===== src/rtl/program_loader_pkg.sv =====
// Shared definitions for the program loader: opcode values, slot geometry,
// error codes and the loader state encoding.
package program_loader_pkg;

   localparam int unsigned PARAM_SIZE   = 8;
   localparam int unsigned SLOT_COUNT   = 4;
   localparam int unsigned OPCODE_W     = 3;
   localparam int unsigned RECORD_COUNT = 2 * SLOT_COUNT;

   localparam logic [OPCODE_W-1:0] C_NOP  = 3'd0;
   localparam logic [OPCODE_W-1:0] C_LINE = 3'd1;
   localparam logic [OPCODE_W-1:0] C_INCR = 3'd2;
   localparam logic [OPCODE_W-1:0] C_DCRE = 3'd3;
   localparam logic [OPCODE_W-1:0] C_JUMP = 3'd4;

   typedef enum logic [1:0] {
      ERR_NONE     = 2'b00,
      ERR_OPCODE   = 2'b01,
      ERR_CHECKSUM = 2'b10,
      ERR_TIMEOUT  = 2'b11
   } err_code_e;

   typedef enum logic [2:0] {
      ST_IDLE   = 3'd0,
      ST_OPCODE = 3'd1,
      ST_PARAM  = 3'd2,
      ST_CHECK  = 3'd3,
      ST_RELOAD = 3'd4
   } loader_state_e;

   // An opcode byte is legal only if the upper bits are clear and the value
   // is one of NOP..JUMP, which together reduce to "byte <= JUMP".
   function automatic logic opcode_valid(input logic [7:0] b);
      return b <= {5'b0, C_JUMP};
   endfunction

endpackage


===== src/rtl/program_loader_slot_bank.sv =====
// Shadow and active program storage. Records 0..3 are X slots, 4..7 are Y
// slots. The shadow is written byte by byte during a frame; the active copy
// only changes on the commit strobe.
module loader_slot_bank
   import program_loader_pkg::*;
(
   input  logic                                clk_i,
   input  logic                                reset_i,
   input  logic                                wr_op_i,
   input  logic                                wr_param_i,
   input  logic [2:0]                          wr_idx_i,
   input  logic [OPCODE_W-1:0]                 wr_opcode_i,
   input  logic [PARAM_SIZE-1:0]               wr_param_data_i,
   input  logic                                commit_i,
   output logic [SLOT_COUNT*OPCODE_W-1:0]      x_instr_o,
   output logic [SLOT_COUNT*PARAM_SIZE-1:0]    x_param_o,
   output logic [SLOT_COUNT*OPCODE_W-1:0]      y_instr_o,
   output logic [SLOT_COUNT*PARAM_SIZE-1:0]    y_param_o
);

   logic [OPCODE_W-1:0]   sh_op_q   [RECORD_COUNT];
   logic [PARAM_SIZE-1:0] sh_par_q  [RECORD_COUNT];
   logic [OPCODE_W-1:0]   act_op_q  [RECORD_COUNT];
   logic [PARAM_SIZE-1:0] act_par_q [RECORD_COUNT];

   // Shadow writes during a frame, whole-bank copy to active on commit.
   always_ff @(posedge clk_i) begin
      if (reset_i) begin
         for (int unsigned i = 0; i < RECORD_COUNT; i++) begin
            sh_op_q[i]   <= '0;
            sh_par_q[i]  <= '0;
            act_op_q[i]  <= '0;
            act_par_q[i] <= '0;
         end
      end else begin
         if (wr_op_i)    sh_op_q[wr_idx_i]  <= wr_opcode_i;
         if (wr_param_i) sh_par_q[wr_idx_i] <= wr_param_data_i;
         if (commit_i) begin
            for (int unsigned i = 0; i < RECORD_COUNT; i++) begin
               act_op_q[i]  <= sh_op_q[i];
               act_par_q[i] <= sh_par_q[i];
            end
         end
      end
   end

   for (genvar k = 0; k < SLOT_COUNT; k++) begin : g_flat
      assign x_instr_o[k*OPCODE_W   +: OPCODE_W]   = act_op_q[k];
      assign x_param_o[k*PARAM_SIZE +: PARAM_SIZE] = act_par_q[k];
      assign y_instr_o[k*OPCODE_W   +: OPCODE_W]   = act_op_q[k+SLOT_COUNT];
      assign y_param_o[k*PARAM_SIZE +: PARAM_SIZE] = act_par_q[k+SLOT_COUNT];
   end

endmodule


===== src/rtl/program_loader.sv =====
// Framed byte-stream program loader for the X/Y wave-gen decoders.
// Frame: SYNC_BYTE, 8 x {opcode, param}, XOR checksum of the 16 payload bytes.
// Optional inter-byte timeout enabled by defining LOADER_TIMEOUT_EN.
module program_loader
   import program_loader_pkg::*;
#(
   parameter logic [7:0] SYNC_BYTE      = 8'hA5,
   parameter int         RELOAD_CYCLES  = 2,
   parameter int         TIMEOUT_CYCLES = 255
) (
   input  logic        clk,
   input  logic        reset,
   input  logic [7:0]  in_data,
   input  logic        in_valid,
   output logic        in_ready,
   output logic [11:0] x_instructions_flat,
   output logic [31:0] x_params_flat,
   output logic [11:0] y_instructions_flat,
   output logic [31:0] y_params_flat,
   output logic        decoder_reset,
   output logic        prog_valid,
   output logic        error,
   output logic [1:0]  err_code
);

   if (RELOAD_CYCLES < 1 || RELOAD_CYCLES > 15) begin : g_bad_reload
      $error("RELOAD_CYCLES out of range 1..15");
   end
   if (TIMEOUT_CYCLES < 1 || TIMEOUT_CYCLES > 65535) begin : g_bad_timeout
      $error("TIMEOUT_CYCLES out of range 1..65535");
   end

   localparam logic [3:0] RELOAD_LAST = 4'(RELOAD_CYCLES - 1);

   loader_state_e state_q, state_d;
   logic [2:0]    slot_q, slot_d;
   logic [7:0]    csum_q, csum_d;
   logic [3:0]    rcnt_q, rcnt_d;
   logic          ready_q, ready_d;
   logic          dreset_q, dreset_d;
   logic          pvalid_q, pvalid_d;
   logic          error_q, error_d;
   err_code_e     errc_q, errc_d;

   logic          accept;
   logic          wr_op;
   logic          wr_param;
   logic          commit;

`ifdef LOADER_TIMEOUT_EN
   localparam logic [15:0] TIMEOUT_LAST = 16'(TIMEOUT_CYCLES - 1);
   logic [15:0]   tmo_q, tmo_d;
`endif

   assign accept = in_valid && ready_q;

   // Frame parser: next state, shadow write enables, checksum and strobes.
   always_comb begin
      state_d  = state_q;
      slot_d   = slot_q;
      csum_d   = csum_q;
      rcnt_d   = rcnt_q;
      dreset_d = dreset_q;
      pvalid_d = pvalid_q;
      error_d  = 1'b0;
      errc_d   = errc_q;
      wr_op    = 1'b0;
      wr_param = 1'b0;
      commit   = 1'b0;
`ifdef LOADER_TIMEOUT_EN
      tmo_d    = '0;
`endif

      unique case (state_q)
         ST_IDLE: begin
            if (accept && in_data == SYNC_BYTE) begin
               slot_d  = '0;
               csum_d  = '0;
               state_d = ST_OPCODE;
            end
         end
         ST_OPCODE: begin
            if (accept) begin
               if (opcode_valid(in_data)) begin
                  wr_op   = 1'b1;
                  csum_d  = csum_q ^ in_data;
                  state_d = ST_PARAM;
               end else begin
                  error_d = 1'b1;
                  errc_d  = ERR_OPCODE;
                  state_d = ST_IDLE;
               end
            end
         end
         ST_PARAM: begin
            if (accept) begin
               wr_param = 1'b1;
               csum_d   = csum_q ^ in_data;
               if (slot_q == 3'd7) begin
                  state_d = ST_CHECK;
               end else begin
                  slot_d  = slot_q + 3'd1;
                  state_d = ST_OPCODE;
               end
            end
         end
         ST_CHECK: begin
            if (accept) begin
               if (in_data == csum_q) begin
                  commit   = 1'b1;
                  pvalid_d = 1'b1;
                  dreset_d = 1'b1;
                  rcnt_d   = RELOAD_LAST;
                  state_d  = ST_RELOAD;
               end else begin
                  error_d = 1'b1;
                  errc_d  = ERR_CHECKSUM;
                  state_d = ST_IDLE;
               end
            end
         end
         ST_RELOAD: begin
            if (rcnt_q == '0) begin
               dreset_d = 1'b0;
               state_d  = ST_IDLE;
            end else begin
               rcnt_d = rcnt_q - 4'd1;
            end
         end
         default: state_d = ST_IDLE;
      endcase

`ifdef LOADER_TIMEOUT_EN
      // Every state entry inside a frame coincides with an accepted byte,
      // so clearing on accept also covers clearing on entry.
      if ((state_q == ST_OPCODE || state_q == ST_PARAM || state_q == ST_CHECK)
          && !accept) begin
         if (tmo_q == TIMEOUT_LAST) begin
            error_d = 1'b1;
            errc_d  = ERR_TIMEOUT;
            state_d = ST_IDLE;
         end else begin
            tmo_d = tmo_q + 16'd1;
         end
      end
`endif

      ready_d = (state_d != ST_RELOAD);
   end

   // Loader control registers.
   always_ff @(posedge clk) begin
      if (reset) begin
         state_q  <= ST_IDLE;
         slot_q   <= '0;
         csum_q   <= '0;
         rcnt_q   <= '0;
         ready_q  <= 1'b1;
         dreset_q <= 1'b0;
         pvalid_q <= 1'b0;
         error_q  <= 1'b0;
         errc_q   <= ERR_NONE;
`ifdef LOADER_TIMEOUT_EN
         tmo_q    <= '0;
`endif
      end else begin
         state_q  <= state_d;
         slot_q   <= slot_d;
         csum_q   <= csum_d;
         rcnt_q   <= rcnt_d;
         ready_q  <= ready_d;
         dreset_q <= dreset_d;
         pvalid_q <= pvalid_d;
         error_q  <= error_d;
         errc_q   <= errc_d;
`ifdef LOADER_TIMEOUT_EN
         tmo_q    <= tmo_d;
`endif
      end
   end

   loader_slot_bank u_bank (
      .clk_i           (clk),
      .reset_i         (reset),
      .wr_op_i         (wr_op),
      .wr_param_i      (wr_param),
      .wr_idx_i        (slot_q),
      .wr_opcode_i     (in_data[OPCODE_W-1:0]),
      .wr_param_data_i (in_data),
      .commit_i        (commit),
      .x_instr_o       (x_instructions_flat),
      .x_param_o       (x_params_flat),
      .y_instr_o       (y_instructions_flat),
      .y_param_o       (y_params_flat)
   );

   assign in_ready      = ready_q;
   assign decoder_reset = dreset_q;
   assign prog_valid    = pvalid_q;
   assign error         = error_q;
   assign err_code      = errc_q;

endmodule


===== config.mk =====
export PLATFORM = sky130hd
export DESIGN_NAME = program_loader
export DESIGN_NICKNAME = d
export VERILOG_FILES = /design/src/rtl/program_loader_pkg.sv /design/src/rtl/program_loader_slot_bank.sv /design/src/rtl/program_loader.sv
export SDC_FILE = /design/constraint.sdc
export NUM_CORES = 1
export LEC_CHECK = 0
export CAP_MARGIN = 20
export CORE_AREA = 2 2 125 127
export DETAILED_ROUTE_END_ITERATION = 12
export DIE_AREA = 0 0 127 129
export PLACE_DENSITY = 0.86
export SYNTH_ARGS = -nofsm -noshare
export SYNTH_HDL_FRONTEND = slang
export SYNTH_HIERARCHICAL = 1
export SYNTH_SLANG_ARGS = --single-unit

===== constraint.sdc =====
create_clock -name clk -period 3.4 [get_ports clk]
set_input_delay 0.51 -clock clk [delete_from_list [all_inputs] [get_ports clk]]
set_output_delay 0.51 -clock clk [all_outputs]
set_load 0.005 [all_outputs]

Yosys cells after proc, flatten, opt, wreduce, memory -nomap -nowiden
Memories as Yosys holds them, arrays and structs flattened.
Index checks and enable logic that the tools add are counted.
{"block": "classes", "n_mul": 0, "bitwise": 17, "eq_ne": 19, "n_shift": 0, "muxes": 77, "order_cmp": 1, "n_reduce_logical": 16, "add_sub_neg": 2, "div": 0}
{"operator": "two-way mux 8 bit", "count": 13}
{"operator": "two-way mux 3 bit", "count": 20}
{"operator": "two-way mux 1 bit", "count": 28}
{"operator": "one-hot mux 8 bit (3 select lines)", "count": 1}
{"operator": "inequality test 2 bit (second input constant)", "count": 11}
{"operator": "bitwise OR 1 bit", "count": 16}
{"operator": "one-hot mux 3 bit (5 select lines)", "count": 1}
{"operator": "two-way mux 2 bit", "count": 6}
{"operator": "two-way mux 4 bit", "count": 3}
{"operator": "AND reduction 4 bit", "count": 3}
{"operator": "AND reduction 5 bit", "count": 2}
{"operator": "== test 8 bit", "count": 1}
{"operator": "== test 8 bit (second input constant)", "count": 1}
{"operator": "<= comparator 8 x 3 -> 1 bit (second input constant)", "count": 1}
{"operator": "one-hot mux 4 bit (2 select lines)", "count": 1}
{"operator": "OR reduction 8 bit", "count": 1}
{"operator": "bitwise XOR 8 bit", "count": 1}
{"operator": "== test 3 x 2 -> 1 bit (second input constant)", "count": 2}
{"operator": "== test 3 bit (second input constant)", "count": 2}
{"operator": "one-hot mux 3 bit (2 select lines)", "count": 1}
{"operator": "nonzero test 2 bit", "count": 3}
{"operator": "logical NOT 4 bit", "count": 1}
{"operator": "one-hot mux 1 bit (2 select lines)", "count": 2}
{"operator": "one-hot mux 2 bit (2 select lines)", "count": 1}
{"operator": "9 further kinds", "count": 10}
{"block": "totals", "wordCells": 145, "reg_bits": 24, "input_bits": 11, "rom_bits": 0, "mem_count": 4, "mem_bits_rw": 176, "output_inout_bits": 94, "latch_bits": 0}
{"memory": "u_bank.act_par_q", "depth": 8, "word_bits": 8, "rd": 8, "rd_ports_with_merged_regs": 0, "write_ports": 8, "line_no": "program_loader_slot_bank.sv:24", "rtl": "logic [PARAM_SIZE-1:0] act_par_q [RECORD_COUNT];"}
{"memory": "u_bank.sh_par_q", "depth": 8, "word_bits": 8, "rd": 8, "rd_ports_with_merged_regs": 0, "write_ports": 8, "line_no": "program_loader_slot_bank.sv:22", "rtl": "logic [PARAM_SIZE-1:0] sh_par_q [RECORD_COUNT];"}
{"memory": "u_bank.act_op_q", "depth": 8, "word_bits": 3, "rd": 8, "rd_ports_with_merged_regs": 0, "write_ports": 8, "line_no": "program_loader_slot_bank.sv:23", "rtl": "logic [OPCODE_W-1:0] act_op_q [RECORD_COUNT];"}
{"memory": "u_bank.sh_op_q", "depth": 8, "word_bits": 3, "rd": 8, "rd_ports_with_merged_regs": 0, "write_ports": 8, "line_no": "program_loader_slot_bank.sv:21", "rtl": "logic [OPCODE_W-1:0] sh_op_q [RECORD_COUNT];"}

Depth between registers and ports, before layout
Gate-level depths: netlist of the first run.
{"block": "depth", "depth_word": 9, "depth_mapped": 9}

Hierarchy
The synthesis of the first run kept the hierarchy.
{"mod": "loader_slot_bank", "area_each_um2": 6725.2, "n_inst": 1, "seq_area_each_um2": 5285.1, "cells_each": 430}
{"mod": "program_loader", "area_each_um2": 1330.0, "n_inst": 1, "seq_area_each_um2": 480.5, "cells_each": 160}

Worst setup path after synthesis of the first run
Ideal clock, no wire load.
{"block": "synth_timing", "path_type": "in2reg", "from": "input in_data[6]", "to": "memory u_bank.act_op_q[0][0], enable pin", "path_buffers": 0, "path_slack_ns": 0.750, "arrival_time_ns": 2.241, "path_stages": 5, "required_ns": 2.991, "cell_sequence": "xor2_1 > nor4_1 > nand4_1 > nor2_1 > or2_2"}
{"item": "start, declared", "line_no": "program_loader.sv:13", "rtl": "input logic [7:0] in_data,"}
{"item": "end, declared", "line_no": "program_loader_slot_bank.sv:23"}

==> flow_summary.json, run 1 <==
{
  "crit_top_cell": "nand2_1",
  "period_share_pct": 74.6,
  "vdd_ir_drop_max_v": 0.000354,
  "holdBufCountCts": 0,
  "grt_first_pass_wirelength_um": 23600,
  "cp_top_family": "buffers and inverters",
  "hpwl_um": 10700,
  "gp_congestion": 0.841,
  "tritoncts": "yes",
  "synth_seq_area_share_pct": 71.6,
  "end_kind": "flip-flop",
  "synth_nets": 604,
  "cts.sinks": 200,
  "multi_input_area_um2": 2120,
  "seqPwrFrac_pct": 57.4,
  "drtAntennaViolNets": 0,
  "synth_seq_cells": 200,
  "setup_viol": 0,
  "finalHoldViolCount": 0,
  "cts_made_buffers": 17,
  "sw_frac_of_total_pct": 19.8,
  "max_freq_mhz": 394,
  "cp.arrival_ns": 2.62,
  "required_ns": 3.49,
  "area_delta_synth_final_pct": 22.0,
  "dr.pass1.iters": 6,
  "grt_max_degree": 67,
  "power_frac_comb_pct": 4.3,
  "powerDensity_nw_per_um2": 493,
  "fin_worst_skew_ns": 0.00961,
  "crit_buf_inv": 2,
  "p_sw_uw": 960,
  "seqCellArea_um2": 5770,
  "cp_cell_sequence": "clkdlybuf4s50_1, o21ai_0, nand2_1, nor4_1, buf_4, nand2_1, o21bai_1",
  "post-cts-setup-buffer-count": 0,
  "via_per_inst": 5.54,
  "cts-root-buf": "clkbuf_16",
  "path_max_fanout": 9,
  "clkPwrFrac_pct": 38.3,
  "cts_resized": 0,
  "route.vias.total": 4960,
  "io_pins": 105,
  "diodes": 0,
  "worstSkewPairLatency_ns": 0.43,
  "num_rows": 45,
  "synthFlopType": "edfxtp_1",
  "antenna_found_initial": 0,
  "drcViolationCount": 0,
  "track_usage_pct": 19.0,
  "nets": 708,
  "die_w_um": 127,
  "relSlewSlack_pct": 38.5,
  "max-cap-violations": 0,
  "wl_per_cell_um": 16.9,
  "drive_gt1_share_pct": 8.20,
  "cts.path.max_buffers": 2,
  "path_clk_slew_ns": 0.07,
  "rsz0062_at_grt": "no",
  "fillers": 1015,
  "design.die.area_um2": 16400,
  "intPower_uw": 3880,
  "placed_cells": 863,
  "p_leak_uw": 0.00344,
  "outcome": "finished clean",
  "avgSynthCellArea_um2": 13.7,
  "grt_pass1_vias": 4589,
  "setup_tns_ns": 0,
  "drv_slew": 0,
  "synth_area_um2": 8060,
  "start_util_pct": 53.8,
  "worst_slew_pin_slew_ns": 0.923,
  "grt_overflow": 0,
  "path_class": "in2reg",
  "cpMaxStageDelayCell": "clkdlybuf4s50_1",
  "port_buffers": 104,
  "period_needed_ns": 2.54,
  "fin_total_pwr_uw": 4840,
  "coreArea_um2": 15000,
  "max_stage_delay_ns": 0.62,
  "htree_levels": 4,
  "drtIter0Drc": 424,
  "synthDistinctLibCells": 53,
  "synth_edf_count": 176,
  "hold_class": "reg2reg",
  "die_h_um": 129,
  "wl_um": 15100,
  "worstSetupStartpointType": "primary input",
  "syn_inst": 590,
  "ys_async_sr_fraction_pct": 0,
  "yosys_warnings": 6,
  "fin_cells": 895
}
==> layer usage <==
layer / track usage, % / wire [µm]
met4: 9.76 / 510
met3: 4.41 / 1170
met2: 30.9 / 7350
met5: 0 / 0
met1: 24.1 / 6110
==> power groups by stage <==
stage	Sequential (µW)	Clock (µW)	Combinational, µW
after global placement	2830	0	201
after detailed placement	2830	0	208
after CTS	2780	1890	209
after global routing	2790	1970	223
final	2780	1850	208
after floorplan	2830	0	74.3
==> cell families after synthesis <==
| kind of cell | Yosys count | synth area share (%) |
|---|---|---|
| AO/OA/AOI/OAI | 52 | 4.40 |
| adder cells (fa/ha/maj) | 3 | 0.466 |
| buffers and inverters | 34 | 2.11 |
| XOR/XNOR | 9 | 0.978 |
| AND/OR/NAND/NOR | 289 | 19.9 |
| multiplexers | 3 | 0.528 |
| flip-flops | 200 | 71.6 |
==> worst paths after layout <==
path / start / to / slack (ns) / depth (start not counted)
worst max-delay path: in_data[0] / u_bank/sh_op_q[3][0] / 0.86 / 7
worst min-delay path: prog_valid / prog_valid / 0.48 / 2
worst max register to register: state_q[0] / u_bank/act_op_q[0][6] / 1.10 / 6
worst min register to register: prog_valid / prog_valid / 0.48 / 2
==> layout by cell type, fill, tap and decap left out, drive strengths merged, types with 6 or more instances in the layout <==
master / count
o21ai: 20
nand2b: 7
buf: 13
nor2b: 30
o21bai: 9
nor3: 7
inv: 8
nand2: 25
nand4b: 12
dfxtp: 24
a21o: 6
clkbuf: 22
nor2: 107
and2: 66
nand4bb: 12
edfxtp: 176
clkdlybuf4s50: 103
==> flip-flops by register name, summed over array words and instances (netlist names) <==
| name | cells |
|---|---|
| u_bank/act_op_q | 24 |
| csum_q | 8 |
| state_q | 3 |
| decoder_reset | 1 |
| u_bank/act_par_q | 64 |
| u_bank/sh_op_q | 24 |
| err_code | 2 |
| prog_valid | 1 |
| u_bank/sh_par_q | 64 |
| error | 1 |
| slot_q | 3 |
| in_ready | 1 |
| rcnt_q | 4 |
==> worst register-to-register path: stages, from the launching register on <==
cell      delay, ns
dfxtp_1        0.50
nand3b_1       0.21
nor4_1         0.25
nand4_1        0.14
nor2_1         0.14
or2_4          0.33
buf_4          0.38
==> metrics by stage <==
stage	cell area [µm²]	utilization, %	hold WS [ns]	setup slack [ns]
6_report	9820	65.6	0.483	0.865
5_1_grt	9820	65.6	0.507	0.632
4_1_cts	9820	65.6	0.489	0.912
3_5_place_dp	9270	61.9	0.470	0.482
3_3_place_gp	9270	61.9	0.459	0.592
2_1_floorplan	8060	-	0.445	0.750
==> layout make-up <==
type / count / area share, %
timing repair buffer: 116 / 11.6
clock buffer: 22 / 4.97
clock inverter: 10 / 0.650
tap: 188 / 2.39
sequential: 200 / 58.7
multi-input combinational: 356 / 21.6
inverter: 3 / 0.115
==> synthesized netlist by cell type (all sizes together) (3+ instances only) <==
cell,n,area (µm²)
nand2b,7,43.8
nor2,107,402
buf,18,105
nand4b,12,105
mux2i,3,42.5
nand2,25,96.4
or2,4,25.0
a21o,6,45.0
or3,4,30.0
nand4bb,12,135
dfxtp,24,480
clkbuf,13,53.8
edfxtp,176,5290
nor2b,30,190
o21ai,20,100
ha,3,37.5
nor4,5,52.6
and2,66,413
nor3,7,35.0
inv,3,11.3
o21bai,9,67.6
xor2,4,35.0
a211oi,3,22.5
xnor2,5,43.8
Power figures use the tool's default switching activity.
==> run 2: changes to the inputs <==
==> constraint.sdc (replaced) <==
create_clock -name clk -period 2.4 [get_ports clk]
set_input_delay 0.36 -clock clk [delete_from_list [all_inputs] [get_ports clk]]
set_output_delay 0.36 -clock clk [all_outputs]
set_load 0.005 [all_outputs]
==> flow_summary.json, run 2 (same netlist as run 1, synthesis figures left out) <==
{
  "area_delta_synth_final_pct": 24.9,
  "powerDensity_nw_per_um2": 701,
  "grt_overflow": 0,
  "route.vias.total": 4935,
  "wl_um": 15200,
  "via_per_inst": 5.39,
  "r2r_setup_slack_ns": 0.15,
  "r2r_start": "state_q[0]",
  "multi_input_area_um2": 2120,
  "intPower_uw": 5690,
  "design.die.area_um2": 16400,
  "rr_worst_depth": 6,
  "fillers": 995,
  "clkPwrFrac_pct": 39.6,
  "path_class": "reg2reg",
  "drcViolationCount": 0,
  "seqCellArea_um2": 5770,
  "worst_slew_pin_slew_ns": 0.868,
  "finalHoldViolCount": 0,
  "placed_cells": 884,
  "drv_slew": 0,
  "final_core_util_pct": 67.2,
  "track_usage_pct": 19.9,
  "cp-startpoint": "state_q[0]",
  "p_leak_uw": 0.00356,
  "period_share_pct": 93.7,
  "die_h_um": 129,
  "drtAntennaViolNets": 0,
  "cpMaxStageDelayCell": "dfxtp_1",
  "holdBufCountCts": 0,
  "outcome": "finished clean",
  "gp_congestion": 0.822,
  "seqPwrFrac_pct": 55.8,
  "cp_cell_sequence": "nor2b_1, nand2_1, nor4_1, buf_4, nand2_1, o21bai_1",
  "sw_frac_of_total_pct": 19.3,
  "htree_levels": 4,
  "antenna_found_initial": 0,
  "post-cts-setup-buffer-count": 0,
  "cts-root-buf": "clkbuf_16",
  "cts.path.max_buffers": 2,
  "dr.pass1.iters": 5,
  "grt_first_pass_wirelength_um": 24600,
  "drive_gt1_share_pct": 10.3,
  "max_stage_delay_ns": 0.50,
  "tritoncts": "yes",
  "die_w_um": 127,
  "diodes": 0,
  "nets": 729,
  "max-cap-violations": 0,
  "crit_top_cell": "nand2_1",
  "vdd_ir_drop_max_v": 0.000509,
  "holdWs_ns": 0.333,
  "setup_viol": 0,
  "cts_resized": 0,
  "worstSetupStartpointType": "flip-flop",
  "end_kind": "flip-flop",
  "worstSetupEndpoint": "u_bank/sh_op_q[3][0]",
  "start_util_pct": 53.8,
  "fin_cells": 915,
  "coreArea_um2": 15000,
  "final_cell_mix": "edfxtp_1 (176), nor2_1 (107), clkdlybuf4s50_1 (103)",
  "fin_worst_skew_ns": 0.0123,
  "worstSkewPairLatency_ns": 0.44,
  "relSlewSlack_pct": 42.1,
  "grt_pass1_vias": 4824,
  "final_common_cell": "edfxtp_1",
  "drtIter0Drc": 350,
  "path_clk_slew_ns": 0.07,
  "grt_max_degree": 67,
  "final_cell_area_um2": 10100,
  "power_frac_comb_pct": 4.6,
  "reg_top3": "u_bank/act_par_q: 64 flops, u_bank/sh_par_q: 64 flops",
  "period_needed_ns": 2.25,
  "cp.depth": 6,
  "placed_cell_area_um2": 9480,
  "cp.arrival_ns": 2.35,
  "cp_top_family": "simple AND/OR/NAND/NOR gates",
  "cts_made_buffers": 17,
  "p_sw_uw": 1360,
  "crit_buf_inv": 1,
  "cts.sinks": 200,
  "worst_r2r_endpoint": "u_bank/sh_op_q[3][0]",
  "max_freq_mhz": 445,
  "hold_class": "in2reg",
  "hpwl_um": 11000,
  "path_max_fanout": 11,
  "rsz0062_at_grt": "no",
  "io_pins": 105,
  "wl_per_cell_um": 16.6,
  "port_buffers": 104,
  "hold_depth": 2,
  "required_ns": 2.50,
  "num_rows": 45
}
## run 2: changes by cell type in the layout (fill, tap and decap cells not counted)
cell / change
buf_4: +17
buf_12: +4
clkbuf_8: -4
bufinv_16: +3
clkinv_1: +3
inv_4: -2
clkbuf_4: -1
clkinv_2: -1
clkinvlp_4: +1
## run 2: layer usage
layer	wire (µm)	track usage, %
met1	6300	25.0
met2	7490	32.3
met3	1040	5.70
met4	343	9.70
met5	0	0
## run 2: worst min path at each step
stage	start	to	slack (ns)
final	reset	prog_valid	0.33
after global routing	reset	prog_valid	0.35
after CTS	reset	prog_valid	0.32
after detailed placement	prog_valid	prog_valid	0.47
after global placement	csum_q[6]	csum_q[6]	0.46
after floorplan	csum_q[6]	csum_q[6]	0.45
## run 2: cell type report
type                    instances  share of cell area, %
clock inverters                14                   1.54
inverters                       3                  0.112
multi-input cells             356                   21.1
flip-flops and latches        200                   57.3
clock buffers                  17                   4.23
repair buffers                137                   13.4
well taps                     188                   2.34
## run 2: power by group through the flow
stage	Sequential (µW)	Combinational, µW	Clock, µW
finish	3940	323	2800
global route	3950	350	2970
CTS	3940	326	2850
detailed placement	4010	324	0
global placement	4010	314	0
floorplan	4010	106	0
## run 2: metrics by stage
stage	power, µW	setup WS, ns	setup TNS [ns]
after floorplan	4110	0.0419	0
after global placement	4320	-0.0998	-2.34
after detailed placement	4340	-0.164	-4.98
after CTS	7110	0.181	0
after global routing	7270	0.0228	0
final	7060	0.151	0
## run 2: worst reg2reg max path, cell delays in order, from the launching register on
cell	delay, ns
dfxtp_1	0.50
nor2b_1	0.32
nand2_1	0.08
nor4_1	0.29
buf_4	0.22
nand2_1	0.14
o21bai_1	0.37
==> run 3: changes to the inputs <==
--- a/config.mk
+++ b/config.mk
@@ -9,6 +9,7 @@
 export CORE_AREA = 2 2 125 127
 export DETAILED_ROUTE_END_ITERATION = 12
 export DIE_AREA = 0 0 127 129
+export HOLD_SLACK_MARGIN = 0.02
 export PLACE_DENSITY = 0.86
 export SYNTH_ARGS = -nofsm -noshare
 export SYNTH_HDL_FRONTEND = slang
==> results of run 3 <==
No change in the layout: final DEF, timing and power equal those of run 2.
